**config.mk**
```make
export PLATFORM = sky130hd
export DESIGN_NAME = filt_mac
export DESIGN_NICKNAME = d
export VERILOG_FILES = /design/src/rtl/filt_pkg.sv /design/src/rtl/filt_mac.sv
export SDC_FILE = /design/constraint.sdc
export NUM_CORES = 1
export LEC_CHECK = 0
export CAP_MARGIN = 0
export CORE_ASPECT_RATIO = 1.25
export CORE_MARGIN = 5
export CORE_UTILIZATION = 35
export CTS_CLUSTER_SIZE = 25
export DETAILED_ROUTE_END_ITERATION = 16
export SKIP_LAST_GASP = 1
export SLEW_MARGIN = 20
export SYNTH_ARGS = -nofsm -noshare
export SYNTH_HDL_FRONTEND = slang
export SYNTH_SLANG_ARGS = --single-unit
```
**constraint.sdc**
```tcl
create_clock -name Clock -period 19.95 [get_ports Clock]
set_input_delay 2.9925 -clock Clock [delete_from_list [all_inputs] [get_ports Clock]]
set_output_delay 2.9925 -clock Clock [all_outputs]
set_load 0.005 [all_outputs]
```
**src/rtl/filt_pkg.sv**
```systemverilog
// Shared constants and FSM state type for the coefficient MAC filter.
package filt_pkg;

    localparam int unsigned NTAPS  = 512;
    localparam int unsigned COEF_W = 16;
    localparam int unsigned ACC_W  = 26;
    localparam int unsigned OUT_W  = 16;
    localparam int unsigned ADDR_W = $clog2(NTAPS);
    localparam int unsigned SHIFT  = ADDR_W;

    typedef enum logic [1:0] {
        IDLE  = 2'd0,
        FETCH = 2'd1,
        DRAIN = 2'd2,
        DONE  = 2'd3
    } state_t;

endpackage

```
**src/rtl/filt_mac.sv**
```systemverilog
// filt_mac: bit-steered multiply-accumulate over NTAPS coefficients.
// Each snapshot bit selects +coef (1) or -coef (0); the sum is scaled by
// 2^-SHIFT and saturated to OUT_W bits.
// Ports:
//   Clock, Reset     - rising-edge clock, asynchronous active-high reset
//   Start, Bits      - request and bitstream snapshot (latched on Start in IDLE)
//   CoefAddr         - coefficient read address (0 outside FETCH)
//   CoefData         - signed coefficient, one cycle after CoefAddr
//   Busy, Push, Dout - in-progress flag, result strobe, held filtered result
module filt_mac
    import filt_pkg::*;
(
    input  logic              Clock,
    input  logic              Reset,
    input  logic              Start,
    input  logic [NTAPS-1:0]  Bits,
    output logic [ADDR_W-1:0] CoefAddr,
    input  logic [COEF_W-1:0] CoefData,
    output logic              Busy,
    output logic [OUT_W-1:0]  Dout,
    output logic              Push
);

    localparam logic signed [ACC_W-1:0] SAT_MAX = ACC_W'((2 ** (OUT_W - 1)) - 1);
    localparam logic signed [ACC_W-1:0] SAT_MIN = ACC_W'(-(2 ** (OUT_W - 1)));

    state_t                    state_q, state_d;
    logic [ADDR_W-1:0]         cnt_q, cnt_d;
    logic [NTAPS-1:0]          snap_q, snap_d;
    logic signed [ACC_W-1:0]   acc_q, acc_d;
    logic [OUT_W-1:0]          dout_q, dout_d;
    logic                      busy_q, push_q;

    logic [ADDR_W-1:0]         tap_idx;
    logic signed [ACC_W-1:0]   coef_ext;
    logic signed [ACC_W-1:0]   term;
    logic signed [ACC_W-1:0]   acc_sum;
    logic signed [ACC_W-1:0]   acc_shr;
    logic [OUT_W-1:0]          dout_sat;

    // Datapath: CoefData belongs to the address issued last cycle; in DRAIN
    // the counter is back at 0, so cnt-1 wraps to the final tap.
    always_comb begin
        tap_idx  = cnt_q - ADDR_W'(1);
        coef_ext = ACC_W'($signed(CoefData));
        term     = snap_q[tap_idx] ? coef_ext : -coef_ext;
        acc_sum  = acc_q + term;
        acc_shr  = acc_sum >>> SHIFT;
        if (acc_shr > SAT_MAX) begin
            dout_sat = OUT_W'(SAT_MAX);
        end else if (acc_shr < SAT_MIN) begin
            dout_sat = OUT_W'(SAT_MIN);
        end else begin
            dout_sat = acc_shr[OUT_W-1:0];
        end
    end

    // Next-state and datapath updates.
    always_comb begin
        state_d = state_q;
        cnt_d   = cnt_q;
        snap_d  = snap_q;
        acc_d   = acc_q;
        dout_d  = dout_q;
        case (state_q)
            IDLE: begin
                if (Start) begin
                    snap_d  = Bits;
                    acc_d   = '0;
                    cnt_d   = '0;
                    state_d = FETCH;
                end
            end
            FETCH: begin
                // No coefficient has returned yet in the first FETCH cycle.
                if (cnt_q != '0) begin
                    acc_d = acc_sum;
                end
                if (cnt_q == ADDR_W'(NTAPS - 1)) begin
                    cnt_d   = '0;
                    state_d = DRAIN;
                end else begin
                    cnt_d = cnt_q + ADDR_W'(1);
                end
            end
            DRAIN: begin
                acc_d   = acc_sum;
                dout_d  = dout_sat;
                state_d = DONE;
            end
            DONE: begin
                state_d = IDLE;
            end
            default: begin
                state_d = IDLE;
            end
        endcase
    end

    // State and registered outputs.
    always_ff @(posedge Clock or posedge Reset) begin
        if (Reset) begin
            state_q <= IDLE;
            cnt_q   <= '0;
            snap_q  <= '0;
            acc_q   <= '0;
            dout_q  <= '0;
            busy_q  <= 1'b0;
            push_q  <= 1'b0;
        end else begin
            state_q <= state_d;
            cnt_q   <= cnt_d;
            snap_q  <= snap_d;
            acc_q   <= acc_d;
            dout_q  <= dout_d;
            busy_q  <= (state_d != IDLE);
            push_q  <= (state_d == DONE);
        end
    end

    assign CoefAddr = cnt_q;
    assign Busy     = busy_q;
    assign Push     = push_q;
    assign Dout     = dout_q;

endmodule

```
Word level (Yosys, flattened, before mapping)
Index checks and enable logic that the tools add are counted.

Flip-flop bits (word level): 567. Output and inout port bits: 27.

$add $sub $neg: 4. $lt $le $gt $ge: 3. Equality and inequality tests: 7. Multiplexer cells: 14. Reduce and logical (&&, ||, !) cells: 8.

Operators with widths (count): two-way mux 26 bit (3); case mux 26 bit (3 select lines) (1); two-way mux 16 bit (2); adder 26 bit (1); negator 16 -> 26 bit (1); two-way mux 9 bit (2); case mux 9 bit (2 select lines) (1); > comparator 17 x 16 -> 1 bit (second input constant) (1); less-than comparator 17 x 16 -> 1 bit (second input constant) (1); less-than comparator 9 x 10 -> 1 bit (second input constant) (1); adder 9 x 1 -> 9 bit (second input constant) (1); binary-select mux 1 bit (select 9 bit) (1); == test 9 bit (second input constant) (1); nonzero test 9 bit (1); subtractor 9 x 1 -> 9 bit (second input constant) (1); case mux 2 bit (4 select lines) (1); == test 2 bit (second input constant) (3); two-way mux 2 bit (2); inequality test 2 bit (second input constant) (2); AND reduction 2 bit (2); nonzero test 2 bit (2); AND reduction 3 bit (1); nonzero test 3 bit (1); == test 2 x 1 -> 1 bit (second input constant) (1); 2 further kinds (2).

Logic depth before layout (Yosys ltp)
Gate-level depths: netlist of run 1.

Word-level depth: 8. Mapped depth: 32. Depth with buffers taken out: 23.

Worst setup path before layout of run 1
Ideal clock, no wire load.

Kind: flip-flop to flip-flop. Start: reg cnt_q[0] (netlist: CoefAddr[0]). End: reg dout_q[10] (netlist: Dout[10]). Arrival time: 7.097 ns. Data required time: 19.824 ns. Slack: 12.727 ns. Cell stages (with the launch flop): 31. Buffers on the path: 9. Cells stage by stage: dfrtp_1 > buf_6 > inv_1 > buf_2 > ha_1 > buf_2 > xor2_1 > buf_2 > buf_2 > buf_1 > mux2i_1 > o22ai_1 > o22ai_1 > o22ai_1 > or4_1 > buf_2 > clkbuf_1 > mux2_2 > fa_1 > a21o_1 > a21oi_1 > o211a_1 > o21ai_0 > a32o_1 > o41ai_1 > xnor2_1 > nand2_1 > nand3_1 > mux2i_1 > buf_2 > a21oi_1.

Longest elaborated chain between the ends: 8. Elaborated cells between the ends (all ways): 9. Classes of those cells: add/sub (2); order compare (2); mux (5).

Ends and longest elaborated chain: start, declared (line filt_mac.sv:28) `logic [ADDR_W-1:0] cnt_q, cnt_d;`; start signal, assigned (line filt_mac.sv:112) `cnt_q <= cnt_d;`; subtractor 9 x 1 -> 9 bit (*) (line filt_mac.sv:44) `tap_idx = cnt_q - ADDR_W'(1);`; binary-select mux 1 bit (select 9 bit) (*) (line filt_mac.sv:46) `term = snap_q[tap_idx] ? coef_ext : -coef_ext;`; two-way mux 1 bit (implied by the code) (*) (line filt_mac.sv:46); two-way mux 26 bit (*) (line filt_mac.sv:46); adder 26 bit (*) (line filt_mac.sv:47) `acc_sum = acc_q + term;`; less-than comparator 17 x 16 -> 1 bit (line filt_mac.sv:51) `end else if (acc_shr < SAT_MIN) begin`; two-way mux 16 bit (line filt_mac.sv:51); two-way mux 16 bit (*) (line filt_mac.sv:49) `if (acc_shr > SAT_MAX) begin`; end signal, assigned (line filt_mac.sv:115) `dout_q <= dout_d;`; end, declared (line filt_mac.sv:31) `logic [OUT_W-1:0] dout_q, dout_d;`.

Mark *: on every way between the ends. The rest lies on a longest branch, timed or not. The select of a mux whose other input is x is not followed. A chain may end at the register's enable or synchronous reset.

Final worst setup path of run 1
Start: reg cnt_q[0] (netlist: CoefAddr[0]). End: reg dout_q[2] (netlist: Dout[2]).

Same word-level chain as after synthesis.

==> out/summary.md, run 1 <==
The flow ran to the end, and the final reports show no timing, DRC or antenna violations. The post-detailed-route via-to-cell ratio works out to 5.16. STA puts the critical path data required time at 20.39 ns. The startpoint identified for the worst register-to-register timing path is CoefAddr[0]. The post-layout instance area was 36000 um2.

The first global-routing pass estimated 128 mm of wire. The number of max-slew violations in the final report is 0. The clock period could shrink to 9.50 ns. In the final routed layout, each cell accounts on average for 24.3 um.

Actual slew at the worst max-slew pin: 1.07 ns. The clock root buffer master was clkbuf_16. The number of global-route vias before repair is 20300. Setup slack on the worst reg-to-reg path comes out at 10.45 ns. The area growth from synthesis to layout is 32.2%.

Among all flip-flop cells after synthesis, the most frequent one is dfrtp_1. The number of placement rows came out at 114. For the starting utilization of the core area, the log shows 0.353. Global routing finished with a remaining overflow of 0. STA classifies the critical path startpoint as a register. Count of cells resized by post-cts repair: 0. Leakage power total: 0.0167 uW. TritonCTS built the clock tree.

The total placed cells including tap cells was 3401; the number of storage elements in the synthesis netlist was 567. Clock tree synthesis found a total of 567 sinks. Dividing the synthesized area by the synthesized cell count gives 14.4 um2.

The floorplan step defined a die boundary enclosing 83600 um2. The core region is 77300 um2. For the number of cells in the finished layout apart from fillers, the log shows 3534.

The critical path starts at CoefAddr[0]. For this block, the initial DRC count from the detailed router was 1035. At the worst endpoint, the arrival time is 9.95 ns. For this run, the detailed router's first-pass iteration total came to 5. The count of final hold-check violations was 0; the width of the die was 260 um. Setup total negative slack on the finished layout was measured at 0 ns. The post-DP HPWL is 63.3 mm.

The path class of the lowest-slack min-delay path was reg2reg. In the post-synthesis netlist, the biggest area contributors are dfrtp_1 52%, mux2_2 22%, mux4_2 10%, mux2i_1 1.9%, ha_1 1.5%. The post-synthesis cell type count came out at 68. The run gives 33900 um2 as the total placed instance area.

The relative slew slack was 0.283; the number of antenna violations at the first check in global routing was 23. The number of nets handed over by synthesis was 2457. Height of the chip: 322 um. For the number of CTS-inserted buffers, the log shows 60. The ratio of final minimum period to clock period is 0.476. The total power per unit cell area is 78.6 nW/um2.

Setup violations remaining at the end of the flow were counted as 0. The I/O pin count was 558. Setup repair after global routing left no endpoint under its margin.

The share of synthesized area occupied by flip-flops and latches is 0.520. For the latest clock arrival within the worst-skew pair, the log shows 0.62 ns. After clock tree synthesis, the flow added hold-fix buffers numbering 0. The tools report the routed wire length as 85.9 mm. In this run the most critical hold path is launched from acc_q[0]. The count of buffers from port buffering works out to 557. The critical path is of the reg2reg type. Max-cap violations in this run came to 0. The tools report the critical path capture point type as a register. The worst-case vdd ir drop was 54.5 uV; the total number of H-tree levels was 2.

Clock skew on the completed layout was measured at 0.0240 ns. The number of setup buffers added after CTS is 0. The synthesized area is 27300 um2, and the final-stage net count is 2985.

The clock passes through at most 3 buffers. The DRC violation count after routing was 0; the clock slew seen by the registers of the worst setup and hold paths was 0.07 ns. The weighted congestion at the end of routability-driven global placement was 0.840. For the total routing resource utilization after global routing, the log shows 0.200. The library cell occupying the most area in the post-synthesis netlist is dfrtp_1.

Along the worst path, the maximum fanout reaches 50. Layout cell share with drive strength beyond 1: 0.327. The tools report the maximum achievable frequency as 105 MHz.

The share of the synthesized area in the top cell type is 0.520. Entering global routing, the biggest net connects 188 pins. Yosys mapped a number of flops with a built-in enable equal to 0. Once detail routing completed, the nets flagged for antenna violations numbered 0.

For this run, the number of Yosys warnings is 0. Across all layers, the routed design uses 18200 vias. Counting every instance in the synthesized netlist gives 1892. Proportion of register bits with asynchronous set or reset after synthesis: 1.00.
==> Yosys cell counts, types with 5 or more instances <==
master    number
nand2b_1      11
dfrtp_1      567
mux2_2       522
xnor2_1       22
o31ai_1        6
nor3_1        14
inv_1         26
a21o_1        18
or3_1          5
nand2_1       53
buf_1          9
o221ai_1       6
ha_1          33
o21ai_1        7
a22o_1        17
a31oi_1        6
and3_1         8
clkbuf_1      83
o22ai_1       20
o21bai_1       8
xor2_1        19
nor2_1        44
o21ai_0       45
buf_6          6
buf_2         19
nand3_1        8
a21oi_1       55
mux2i_1       53
nor4_1         6
mux4_2       127
==> state kept, by name, indices dropped and copies added, names as in the netlist <==
register  cells
Busy          1
snap_q      512
CoefAddr      9
acc_q        26
Push          1
Dout         16
state_q       2
==> cell type report <==
cell class / count / area, um2
sequential: 567 / 14200
antenna: 18 / 45.0
clock inverter: 30 / 256
multi-input combinational: 1178 / 12500
inverter: 26 / 105
tap: 1044 / 1310
timing repair buffer: 587 / 5850
clock buffer: 84 / 1770
fill: 6901 / 41300
==> critical path, stage by stage, from the launching register on <==
cell and delay (ns):
dfrtp_4 0.60, inv_2 0.51, ha_4 0.71, buf_4 0.76
mux4_2 0.40, mux2i_1 0.38, o22ai_1 0.15, or4_1 0.40
and4b_1 0.20, or4_1 0.59, buf_4 0.26, mux2_2 0.33
fa_1 0.44, a21o_1 0.20, a21oi_1 0.25, o211a_1 0.22
o21ai_0 0.16, a32o_1 0.29, o41ai_1 0.70, xnor2_2 0.38
nand2_1 0.16, nand3_1 0.09, mux2i_1 0.86, a21oi_1 0.17
==> cell families after synthesis <==
family | count (synthesis) | synth area share
flops | 567 | 0.520
fa+ha+maj | 34 | 0.0159
xor+xnor | 42 | 0.0140
buf+inv | 147 | 0.0233
simple gates | 173 | 0.0308
mux | 703 | 0.341
compound gates | 226 | 0.0547
==> report_power, final <==
group	total (uW)	internal (uW)	switching [uW]
Sequential	1200	1180	18.8
Clock	1140	660	483
Combinational	490	250	240
Total	2830	2090	741
==> metal layers <==
layer | routed length [um] | vias up | global-route usage
met3 | 4990 | 142 | 0.0467
li1 | - | 8163 | -
met1 | 32200 | 9410 | 0.233
met5 | 62 | - | 0
met4 | 2960 | 10 | 0.0731
met2 | 45700 | 511 | 0.361
==> final timing paths <==
| check | to | cells past startpoint |
|---|---|---|
| worst max register to register | Dout[2] | 23 |
| worst min-delay path | acc_q[0] | 2 |
| worst max-delay path | Dout[2] | 23 |
| worst min register to register | acc_q[0] | 2 |
| max in group asynchronous | snap_q[45] | 5 |
| min in group asynchronous | Busy | 2 |
==> metrics by stage <==
stage	worst slack (ns)	utilization	hold slack (ns)	total power, uW
after floorplan	1.10	-	0.454	1520
after global placement	10.47	0.439	0.469	1700
after detailed placement	10.29	0.439	0.480	1710
after CTS	10.25	0.465	0.495	2870
after global routing	9.72	0.466	0.511	2970
final	10.45	0.466	0.490	2830
==> placed cells by master (no fill, tap or decap), drive strengths merged, types with 11 or more instances in the layout <==
cell type      count
dfrtp            567
clkdlybuf4s50    557
mux2             522
mux4             127
clkbuf            84
a21oi             55
mux2i             54
nand2             53
o21ai             52
nor2              45
ha                33
buf               30
inv               29
xnor2             22
clkinv            22
o22ai             20
xor2              19
diode             18
a21o              18
a22o              17
nor3              14
nand2b            11
Power figures use the tool's default switching activity.
==> run 2: changes to the inputs <==
Clock period 19.95 ns to 8.74 ns, I/O delays scaled along.
==> run 2 against run 1 <==
  * Register-to-register slack got worse by 9.9 ns
  * Sequential power increased by 130%
  * Flip-flop and latch count unchanged
  * Final area increased by 0.78%
  * First-iteration DRC count is 4.2% higher
  * Power grew 140%
  * Highest routed layer unchanged
==> out/summary.md, run 2 (synthesis results as in run 1) <==
The tools report the violation count after the first detailed-route iteration as 1078 (+4.2%). The remaining global-route overflow is 0 (unchanged), and the width of the die is 260 um (unchanged). The total power per unit cell area works out to 183 nW/um2 (+130%). Clock root buffer master: clkbuf_16. The depth of the most critical reg-to-reg path is 25 (+8.7%), and the total number of vias is 18200 (-0.21%). The time the worst path needs with I/O delays and setup was 8.20 ns (-1.30 ns); the final setup violation count was 0 (unchanged). Required time reported for the critical path endpoint: 9.20 ns (-11.19 ns). TritonCTS built the clock tree.

The count of clock tree sinks came out at 567 (unchanged). The worst setup path is launched from a register. The leakage power total was 0.0168 uW (+0.49%). The topmost layer with routed signal wires was met5. The hold path depth came out at 2 (unchanged). The path with the worst hold slack has its endpoint at acc_q[0]. Number of hold buffers added after cts: 0 (unchanged). Net switching share of the total power: 0.253 (-0.00883).

The tools report the met2 layer wire length in the routed design as 45.1 mm (-1.4%). For the worst endpoint data arrival time, the log shows 8.66 ns (-1.29 ns). The height of the chip is 322 um (unchanged), and the number of maximum-capacitance constraint violations is 0 (unchanged). The power share of the combinational group was 0.169 (-0.004).

The critical path capture point type was a register. The setup path with the least slack is of type reg2reg. The worst hold path begins at acc_q[0].

The global-route wire length before repair is 128 mm (-0.48%). The family of cells with the greatest summed delay on the critical path is compound AO/OA/AOI/OAI gates. The logs give 4980 uW (+140%) for the internal cell power and 0.353 (unchanged) for the starting utilization of the core area. The power share of the sequential group is 0.411 (-0.013), and the worst-case vdd ir drop is 138 uV (+150%).

The run gives 62.8 mm (-0.67%) as the post-DP HPWL. The final-stage net count is 2988 (+0.10%), and the routed wire length is 85.7 mm (-0.21%). The actual slew at the worst max-slew pin was 1.20 ns (+0.123 ns). The top cell types in the final layout, fill and taps aside, are 566 x dfrtp_1, 557 x clkdlybuf4s50_1, 522 x mux2_2.

The share of the core filled with cells is 0.470 (+0.00366), and the post-synthesis to final-layout area growth is 33.2%. The setup slack of the worst register-to-register path was 0.54 ns (-9.91 ns); the count of buffers from port buffering was 557 (unchanged). The maximum number of buffers from clock root to sink was 3 (unchanged). The run gives 83600 um2 (unchanged) as the floorplan die area. The run gives 1680 uW (+130%) as the power dissipated by switching net loads. The sum of buffers and inverters on the critical path is 5 (+2), and the number of CTS-inserted buffers is 60 (unchanged). For the first-pass iteration count of the detailed router, the log shows 5 (unchanged). The total number of H-tree levels came out at 2 (unchanged). The ratio of final minimum period to clock period was 0.938 (+0.462); the maximum fanout encountered on the critical timing path was 35 (-30%).

The layout cell share with drive strength beyond 1 is 0.326 (-0.000941), and the number of placement rows is 114 (unchanged). The run gives 77300 um2 (unchanged) as the core area. The number of max-slew violations in the final report was 0 (unchanged); the total routing resource utilization after global routing was 0.200 (about the same). The tools report the maximum achievable frequency as 122 MHz (+16%).

The tools report the number of setup buffers added after CTS as 0 (unchanged). The run finished with clean final reports. Setup repair after global routing left no endpoint under its margin.

For the worst setup slack before clock tree synthesis, the log shows -0.0830 ns (-10.37 ns). The delay contributed by the slowest stage of the critical path came out at 0.76 ns (-0.10 ns). The run gives 0.541 ns (-9.91 ns) as the post-layout worst setup margin. The clock group share of total power was 0.420 (+0.017); the detailed-routed wire length on met3 was 4.46 mm (-11%).

Critical path's slowest cell: or4_1. The post-detailed-route via-to-cell ratio is 5.13 (-0.61%), and the number of antenna violations at the first check in global routing is 35 (+52%). The wire length per cell was 24.1 um (-0.60%).

The routed metal-1 wire length was 33.1 mm (+2.9%); the clock slew seen by the registers of the worst setup and hold paths was 0.07 ns (about the same). The number of flip-flops in the largest register came out at 512 (unchanged). The run gives 192 (+2.1%) as the largest net degree at the start of global routing. The worst register-to-register path ends at Dout[2]. Ranked by flip-flop count, first place goes to snap_q. The run gives 0.201 (-0.0827) as the relative slew slack. In this run the worst hold path is classified as reg2reg. The number of global-route vias before repair is 20200 (-0.74%), and the weighted congestion at the end of routability-driven global placement is 0.871 (+3.6%). The tools report the latest clock arrival within the worst-skew pair as 0.62 ns (about the same). The worst register-to-register path begins at CoefAddr[1]. I/O pin count: 558 (unchanged).

Remaining number of nets flagged by the antenna check after routing: 0 (unchanged). Leaving out fill and tap cells, the most frequent cell in the layout is dfrtp_1. The DRC violation count after routing is 0 (unchanged). In this design, the critical path's most frequently occurring cell is buf_4.

The final clock skew came out at 0.0274 ns (+0.00334 ns). The count of final hold-check violations was 0 (unchanged).
==> run 2: cell count changes in the layout (fill, tap and decap cells not counted), sizes merged <==
cell    delta
buf        +3
bufinv     +7
clkbuf     +2
clkinv     -8
diode     +13
inv        -3
==> run 2: what timing repair did <==
action                                  CTS  global route
endpoints found under the hold margin     0             0
endpoints found under the setup margin   14            14
resized for setup                         1             1
==> run 2: power groups by stage <==
stage / Clock, uW / Combinational, uW / Sequential [uW]
after floorplan: 0 / 688 / 2780
after global placement: 0 / 1100 / 2790
after detailed placement: 0 / 1110 / 2790
after CTS: 2880 / 1120 / 2740
after global routing: 2980 / 1240 / 2740
final: 2800 / 1120 / 2740
==> run 2: final cells by class <==
class	count	area, um2
Clock buffer	86	1770
Sequential cell	567	14200
Tap cell	1044	1310
Clock inverter	26	408
Fill cell	6917	41000
Multi-Input combinational cell	1178	12500
Timing Repair Buffer	590	5940
Antenna cell	31	77.6
Inverter	26	101
==> run 2: worst max path at each step <==
stage	slack [ns]	start	endpoint	depth (start not counted)
floorplan	-0.29	Reset	Busy	1
global placement	0.18	CoefAddr[0]	Dout[14]	22
detailed placement	-0.08	CoefAddr[0]	Dout[2]	23
CTS	0.004	CoefAddr[1]	Dout[2]	24
global route	0.06	CoefAddr[1]	Dout[2]	25
finish	0.54	CoefAddr[1]	Dout[2]	25
==> run 2: stage by stage <==
| step | cells | cell area (um2) | hold WS, ns | TNS, ns | power (uW) |
|---|---|---|---|---|---|
| finish | 3548 | 36300 | 0.485 | 0 | 6660 |
| global route | 3543 | 36300 | 0.506 | 0 | 6970 |
| CTS | 3516 | 36200 | 0.489 | 0 | 6740 |
| detailed placement | 3404 | 34000 | 0.475 | -0.596 | 3900 |
| global placement | 3404 | 34000 | 0.469 | 0 | 3880 |
| floorplan | 1892 | 27300 | 0.454 | -165.93 | 3460 |
==> run 2: per-layer routing <==
layer	global-route usage	up-vias
met3	0.0418	130
met2	0.352	524
li1	-	8185
met4	0.0833	10
met1	0.240	9348
met5	0	-
==> run 2: tightest hold or removal path, delay by kind of cell, from the launching register on <==
kind / cells / cell delay [ns]
DFF: 1 / 0.34
AOI/OAI and AO/OA: 1 / 0.06
and+or+nand+nor: 1 / 0.05
